## src/rtl/frame_sync_descrambler.sv

```systemverilog
// Serial receive front end: hunts for SYNC_WORD, then removes an additive LFSR keystream
// from each fixed-length payload while flywheel-checking the header of every frame.
module frame_sync_descrambler #(
  parameter int                  SYNC_LEN    = 4,
  parameter logic [SYNC_LEN-1:0] SYNC_WORD   = 4'b1111,
  parameter int                  LFSR_W      = 3,
  parameter logic [LFSR_W-1:0]   LFSR_TAPS   = 3'b101,
  parameter logic [LFSR_W-1:0]   LFSR_SEED   = 3'b111,
  parameter int                  PAYLOAD_LEN = 10,
  parameter int                  MISS_LIMIT  = 2
) (
  input  logic       CLK,
  input  logic       RSTn,
  input  logic       in_bit,
  input  logic       in_en,
  output logic       out_bit,
  output logic       out_valid,
  output logic       frame_start,
  output logic       locked,
  output logic       sync_err,
  output logic [1:0] state_dbg
);

  // Handshake: in_bit is consumed only on cycles where in_en=1; every output strobe is
  // asserted for exactly one CLK, one cycle after the in_en sample that caused it.

  localparam int BCW = $clog2(PAYLOAD_LEN + 1);
  localparam int HCW = $clog2(SYNC_LEN + 1);
  localparam int MCW = $clog2(MISS_LIMIT + 1);

  localparam logic [BCW-1:0] BIT_LAST  = BCW'(PAYLOAD_LEN - 1);
  localparam logic [HCW-1:0] HDR_LAST  = HCW'(SYNC_LEN - 1);
  localparam logic [MCW-1:0] MISS_LAST = MCW'(MISS_LIMIT - 1);

  typedef enum logic [1:0] {
    HUNT    = 2'd0,
    PAYLOAD = 2'd1,
    CHECK   = 2'd2
  } state_t;

  state_t              state;
  logic [SYNC_LEN-1:0] sh;
  logic [SYNC_LEN-1:0] sh_next;
  logic [LFSR_W-1:0]   lfsr;
  logic [LFSR_W-1:0]   lfsr_step;
  logic [LFSR_W-1:0]   lfsr_next;
  logic [BCW-1:0]      bit_cnt;
  logic [HCW-1:0]      hdr_cnt;
  logic [MCW-1:0]      miss_cnt;
  logic                sync_hit;

  assign sh_next   = {sh[SYNC_LEN-2:0], in_bit};
  assign sync_hit  = (sh_next == SYNC_WORD);
  assign lfsr_step = {lfsr[LFSR_W-2:0], ^(lfsr & LFSR_TAPS)};
  // An all-zero state would freeze the keystream, so reseed instead of entering it.
  assign lfsr_next = (lfsr_step == '0) ? LFSR_SEED : lfsr_step;
  assign state_dbg = state;

  always_ff @(posedge CLK) begin
    if (!RSTn) begin
      state       <= HUNT;
      sh          <= '0;
      lfsr        <= LFSR_SEED;
      bit_cnt     <= '0;
      hdr_cnt     <= '0;
      miss_cnt    <= '0;
      out_bit     <= 1'b0;
      out_valid   <= 1'b0;
      frame_start <= 1'b0;
      locked      <= 1'b0;
      sync_err    <= 1'b0;
    end else begin
      out_valid   <= 1'b0;
      frame_start <= 1'b0;
      sync_err    <= 1'b0;
      if (in_en) begin
        sh <= sh_next;
        case (state)
          HUNT: begin
            if (sync_hit) begin
              state   <= PAYLOAD;
              bit_cnt <= '0;
              lfsr    <= LFSR_SEED;
              locked  <= 1'b1;
            end
          end
          PAYLOAD: begin
            out_bit     <= in_bit ^ lfsr[LFSR_W-1];
            out_valid   <= 1'b1;
            frame_start <= (bit_cnt == '0);
            lfsr        <= lfsr_next;
            if (bit_cnt == BIT_LAST) begin
              state   <= CHECK;
              hdr_cnt <= '0;
            end else begin
              bit_cnt <= bit_cnt + 1'b1;
            end
          end
          CHECK: begin
            if (hdr_cnt == HDR_LAST) begin
              bit_cnt <= '0;
              lfsr    <= LFSR_SEED;
              if (sync_hit) begin
                miss_cnt <= '0;
                state    <= PAYLOAD;
              end else begin
                sync_err <= 1'b1;
                if (miss_cnt == MISS_LAST) begin
                  state    <= HUNT;
                  locked   <= 1'b0;
                  miss_cnt <= '0;
                end else begin
                  // Flywheel: trust the frame timing and keep descrambling.
                  miss_cnt <= miss_cnt + 1'b1;
                  state    <= PAYLOAD;
                end
              end
            end else begin
              hdr_cnt <= hdr_cnt + 1'b1;
            end
          end
          default: begin
            state  <= HUNT;
            locked <= 1'b0;
          end
        endcase
      end
    end
  end

endmodule

```

## config.mk

```make
export PLATFORM = sky130hd
export DESIGN_NAME = frame_sync_descrambler
export DESIGN_NICKNAME = d
export VERILOG_FILES = /design/src/rtl/frame_sync_descrambler.sv
export SDC_FILE = /design/constraint.sdc
export NUM_CORES = 1
export LEC_CHECK = 0
export CAP_MARGIN = 30
export CORE_AREA = 2 2 60 62
export CTS_BUF_LIST = sky130_fd_sc_hd__clkbuf_16
export CTS_CLUSTER_SIZE = 16
export DETAILED_ROUTE_END_ITERATION = 6
export DIE_AREA = 0 0 62 64
export HOLD_SLACK_MARGIN = 0.15
export SYNTH_ARGS = -nofsm -noshare
export SYNTH_HDL_FRONTEND = slang
export SYNTH_SLANG_ARGS = --single-unit
```

## constraint.sdc

```tcl
create_clock -name CLK -period 3.63 [get_ports CLK]
set_input_delay 0.363 -clock CLK [delete_from_list [all_inputs] [get_ports CLK]]
set_output_delay 0.363 -clock CLK [all_outputs]
set_load 0.005 [all_outputs]
```

==> results.yml, run 1 <==
status:
  status: "finished, final reports clean"
worst_setup_path:
  crit_required_ns: 3.27
  path_class: "flip-flop to output port"
  timing.critical_path.cells: "clkdlybuf4s50_1"
  ff2ff_setup_slack_ns: 1.81
  start_kind: "flip-flop"
  crit_family: "flip-flops"
  r2r_end: "hdr_cnt[1]"
  worstSetupStartpoint: "state_dbg[1]"
  r2r-start: "state_dbg[0]"
  path_max_fanout: 18
  max_stage_delay_ns: 0.67
  r2r.worst_path.cells: 4
  crit_arrival_ns: 1.54
  cp-end-kind: "output port"
  crit_buf_inv: 1
  slowest_stage: "dfxtp_1"
clock_tree:
  htreeDepth: 1
  cts_tree: "done"
  cts_resized: 0
  cts_buffer_depth: 2
  cts_hold_buffers: 0
  insertion_delay_ns: 0.25
  cts_setup_buffers: 0
  clock-sinks: 22
  cts-buffers-inserted: 3
  clk_pin_slew_ns: 0.06
  root_buffer: "clkbuf_16"
worst_hold_path:
  min_from: "hdr_cnt[2]"
  hold_path_depth: 2
  min_to: "hdr_cnt[2]"
  hp-class: "flip-flop to flip-flop"
final_layout:
  num_antenna_cells: 0
  nNetsFinal: 147
  synthToLayoutAreaGrowth_pct: 19.91
  seq_area_um2: 440.4
  multi_input_area_um2: 585.6
  fillCellCount: 343
  drive_above_1_share_pct: 5.882
  final_cells: 182
  postLayoutCellArea_mm2: 0.001326
yosys:
  postSynthNetCount: 139
  synth-seq-area-share_pct: 39.82
  synth.distinct_cells: 36
  ys_warn_count: 0
  synth_area_per_cell_um2: 8.574
  synth_edf_count: 0
  ys_ff_latch: 22
  synthArstFlopShare_pct: 0
  yosys_most_used_dff: "dfxtp_1"
  syn-instance-count: 129
  synth_area_mm2: 0.001106
timing:
  maxSlewViolCount: 0
  hold_viol: 0
  timing.final.ws_setup_ns: 1.729
  fin_setup_tns_ns: 0
  max_freq_ghz: 0.5262
  min_period_over_period_pct: 52.36
  setup_viol: 0
  rsz0062_at_grt: "false"
  fin_crit_ns: 1.901
  skew_ns: 0.002525
  whs_ns: 0.4618
  relSlewSlack_pct: 48.36
  tightest_slew_ns: 0.7721
drt:
  via_per_inst: 5.071
  ant_nets: 0
  drc: 0
  dr.pass1.iters: 4
  drtIter0Drc: 14
  wire_per_inst_um: 12.38
  routed_wl_mm: 2.254
  num_vias: 923
floorplan:
  initial_core_util_pct: 33.68
  fp-row-count: 21
  ios: 11
  core_area_mm2: 0.003284
  die_w_um: 62
  die-area_mm2: 0.003968
  die_h_um: 64
flow_run:
  cap_violations: 0
placed_design:
  io_buffers: 10
  dp_cells: 178
  placed_area_mm2: 0.001221
  gp_routability_congestion: 0.7399
  place_ws_ns: 1.493
  hpwl_mm: 1.576
global_route:
  antenna_found_initial: 0
  grt.total_usage_pct: 12.72
  grt_max_degree: 22
  grt_pass1_wl_mm: 3.912
  grt_pass1_vias: 894
  grt_overflow: 0
power:
  leakagePower_uw: 0.0005576
  ir_worst_vdd_v: 0.0003388
  p_per_area_mw_per_mm2: 425.2
## cell families after synthesis
logic type | count (synthesis) | synth area share (%)
buf+inv | 17 | 7.240
simple gates | 50 | 23.64
mux | 5 | 4.525
flops | 22 | 39.82
fa+ha+maj | 6 | 6.787
compound gates | 28 | 17.20
xor+xnor | 1 | 0.7920
## area by class of cell
type | instances | share of cell area, %
multi-input combinational | 90 | 44.15
sequential | 22 | 33.21
timing repair buffer | 10 | 7.547
clock buffer | 3 | 5.660
tap | 46 | 4.340
inverter | 10 | 2.830
clock inverter | 1 | 2.264
## power by group
group / switching, uW / internal, uW / total (uW)
Clock: 85.0 / 219 / 304
Combinational: 10.3 / 6.15 / 16.4
Sequential: 1.04 / 243 / 244
## synth_stat cells (2+ instances only)
| master | n | share of area, % |
|---|---|---|
| nor3_1 | 2 | 0.91 |
| inv_1 | 10 | 3.4 |
| o21ai_1 | 2 | 0.91 |
| nor2_1 | 12 | 4.1 |
| ha_1 | 6 | 6.8 |
| a31oi_1 | 2 | 1.1 |
| nor2b_1 | 3 | 1.7 |
| o21ai_0 | 8 | 3.6 |
| nand4b_1 | 3 | 2.4 |
| mux2i_1 | 5 | 4.5 |
| buf_2 | 4 | 1.8 |
| nand3_1 | 6 | 2.7 |
| nand2_1 | 13 | 4.4 |
| nand2b_1 | 4 | 2.3 |
| a21oi_1 | 6 | 2.7 |
| a32o_1 | 2 | 1.8 |
| dfxtp_1 | 22 | 40 |
## sequential cells by signal (all words and copies together), names as in the netlist
register     count
lfsr             3
bit_cnt          4
locked           1
sync_err         1
state_dbg        2
out_valid        1
frame_start      1
miss_cnt         2
sh               3
hdr_cnt          3
out_bit          1
## stage by stage
stage / utilization, % / power (uW)
6_report: 40.38 / 564.0
3_3_place_gp: 37.18 / 264.8
5_1_grt: 40.38 / 585.5
3_5_place_dp: 37.18 / 265.5
2_1_floorplan: - / 259.2
4_1_cts: 40.38 / 573.4
## routing by layer
| layer | wire, um | global-route usage [%] | part of all wire [%] |
|---|---|---|---|
| met5 | 0 | 0 | 0 |
| met1 | 1079 | 16.11 | 48 |
| met4 | 16 | 3.457 | 0.71 |
| met2 | 1075 | 20.44 | 48 |
| met3 | 83 | 3.846 | 3.7 |
## layout by cell type (no fill, tap or decap), drive strengths merged, types with 3 or more instances in the layout
| cell | instances |
|---|---|
| mux2i | 5 |
| nor2b | 3 |
| dfxtp | 22 |
| nor2 | 12 |
| a21oi | 6 |
| clkbuf | 3 |
| nand2b | 4 |
| nand2 | 13 |
| ha | 6 |
| nand4b | 3 |
| clkdlybuf4s50 | 10 |
| inv | 10 |
| nand3 | 6 |
| o21ai | 10 |
## worst max path at each step
stage / to / depth (start not counted)
final: state_dbg[1] / 1
after detailed placement: lfsr[1] / 5
after global placement: frame_start / 3
after CTS: state_dbg[1] / 1
after global routing: lfsr[0] / 5
after floorplan: bit_cnt[2] / 7
(Power assumes the default switching activity.)
==> run 2, diff against run 1 <==
Clock period 3.63 ns to 1.77 ns, I/O delays scaled along.
==> run 2 against run 1 <==
Compared with the run above:
- clock power up 56%
- utilization up 1.4 points
- critical path depth up 5
- clock skew up 0.0045 ns
- register-to-register slack worse by 1.6 ns
- first-iteration DRC count unchanged
- cell area up 3.5%
- die area unchanged
- critical endpoint is now lfsr[0]
- highest routed layer unchanged
- wire length up 0.71%
- final cell count up 4.4%
==> results.yml, run 2 (synthesis results as in run 1) <==
status:
  status: "finished, final reports clean"
floorplan:
  die_w_um: 62
  fp-row-count: 21
  die_h_um: 64
  ios: 11
  initial_core_util_pct: 33.68
  die-area_mm2: 0.003968
  core_area_mm2: 0.003284
drt:
  num_vias: 979
  dr.pass1.iters: 4
  wire_per_inst_um: 11.95
  routed_wl_mm: 2.270
  ant_nets: 0
  drtIter0Drc: 14
  via_per_inst: 5.153
  drc: 0
clock_tree:
  insertion_delay_ns: 0.26
  clock-sinks: 22
  cts_buffer_depth: 2
  cts_resized: 0
  root_buffer: "clkbuf_16"
  clk_pin_slew_ns: 0.06
  cts_hold_buffers: 0
  cts-buffers-inserted: 3
  cts_setup_buffers: 0
  cts_tree: "done"
  htreeDepth: 1
worst_setup_path:
  r2r_end: "lfsr[0]"
  cp-end-kind: "flip-flop"
  r2r.worst_path.cells: 6
  path_class: "flip-flop to flip-flop"
  path_depth: 6
  path_max_fanout: 7
  path_common_cell: "ha_1"
  r2r-start: "hdr_cnt[0]"
  slowest_stage: "dfxtp_1"
  crit_buf_inv: 0
  crit_required_ns: 1.91
  start_kind: "flip-flop"
  max_stage_delay_ns: 0.32
  crit_family: "adder cells"
  timing.critical_path.cells: "ha_1, ha_1, nand4b_1, o221ai_1, o21ai_0, nand2_1"
  crit_arrival_ns: 1.71
  ff2ff_setup_slack_ns: 0.20
global_route:
  grt.total_usage_pct: 13.08
  grt_pass1_wl_mm: 3.967
  grt_overflow: 0
  grt_max_degree: 22
  antenna_found_initial: 0
  grt_pass1_vias: 904
final_layout:
  largest_reg_flops: 4
  final_common_cell: "dfxtp_1"
  drive_above_1_share_pct: 10.42
  mostFrequentLayoutCells: "dfxtp_1 (22), nand2_1 (13), nor2_1 (12)"
  fillCellCount: 329
  regMostFlops: "bit_cnt"
  nNetsFinal: 155
  num_antenna_cells: 0
  synthToLayoutAreaGrowth_pct: 24.10
power:
  p_per_area_mw_per_mm2: 739.8
  seqPwrFrac_pct: 49.2
  switchingPower_uw: 196.6
  leakagePower_uw: 0.0005900
  p_clk_share_pct: 46.6
  p_sw_share_pct: 19.37
  ir_worst_vdd_v: 0.0006597
  totalPowerFinal_uw: 1015
  internal_power_uw: 818.7
  combPwrFrac_pct: 4.2
worst_hold_path:
  hold_path_depth: 2
  min_from: "miss_cnt[1]"
  hp-class: "flip-flop to flip-flop"
  min_to: "miss_cnt[1]"
timing:
  hold_viol: 0
  setup_viol: 0
  relSlewSlack_pct: 75.01
  rsz0062_at_grt: "false"
  fin_crit_ns: 1.568
  tightest_slew_ns: 0.3744
  skew_ns: 0.006981
  max_freq_ghz: 0.6377
  min_period_over_period_pct: 88.59
  maxSlewViolCount: 0
  fin_setup_tns_ns: 0
  whs_ns: 0.4637
placed_design:
  gp_routability_congestion: 0.8095
  io_buffers: 10
  hpwl_mm: 1.656
flow_run:
  cap_violations: 0
run 2: cell types whose count changed in the layout (fill, tap and decap cells not counted), sizes merged:
cell,previous run,this run
buf,0,8
bufinv,1,0
clkinv,0,1
run 2: worst max path at each step:
stage                       endpoint  slack (ns)       start
after floorplan           bit_cnt[2]        0.34  bit_cnt[1]
after global placement    bit_cnt[2]        0.25      in_bit
after detailed placement     lfsr[0]        0.24  hdr_cnt[0]
after CTS                    lfsr[0]        0.22  hdr_cnt[0]
after global routing         lfsr[2]        0.04  hdr_cnt[0]
final                        lfsr[0]        0.20  hdr_cnt[0]
run 2: layer usage:
metal  share of wire (%)  vias up  GRT usage (%)
li1                    -      483              -
met1                  47      465          17.15
met2                  46       23          19.53
met3                 5.1        8          4.858
met4                 1.7        0          4.255
met5                   0        -              0
run 2: per-stage QoR:
step / cell area (um^2) / std cells / setup slack, ns / utilization [%]
floorplan: 1106 / 129 / 0.3417 / -
global placement: 1294 / 186 / 0.2540 / 39.39
detailed placement: 1294 / 186 / 0.2428 / 39.39
CTS: 1373 / 190 / 0.2219 / 41.79
global route: 1373 / 190 / 0.04435 / 41.79
finish: 1373 / 190 / 0.2019 / 41.79
run 2: cell type report:
class                           instances  area [um^2]  share of cell area (%)
Multi-Input combinational cell         90        585.6                   42.66
Sequential cell                        22        440.4                   32.09
Inverter                               10        37.54                   2.735
Clock inverter                          1        3.754                  0.2735
Clock buffer                            3        75.07                   5.469
Tap cell                               46        57.56                   4.193
Timing Repair Buffer                   18        172.7                   12.58
run 2: power groups by stage:
stage	clock network, uW	registers [uW]	logic [uW]
finish	473	500	42.2
floorplan	0	510	21.3
CTS	485	500	42.0
global route	496	500	46.3
detailed placement	0	511	42.1
global placement	0	511	41.4
run 2: worst min-delay path, stage by stage, from the launching register on:
cell	delay, ns
dfxtp_1	0.30
inv_1	0.06
nor3_1	0.05
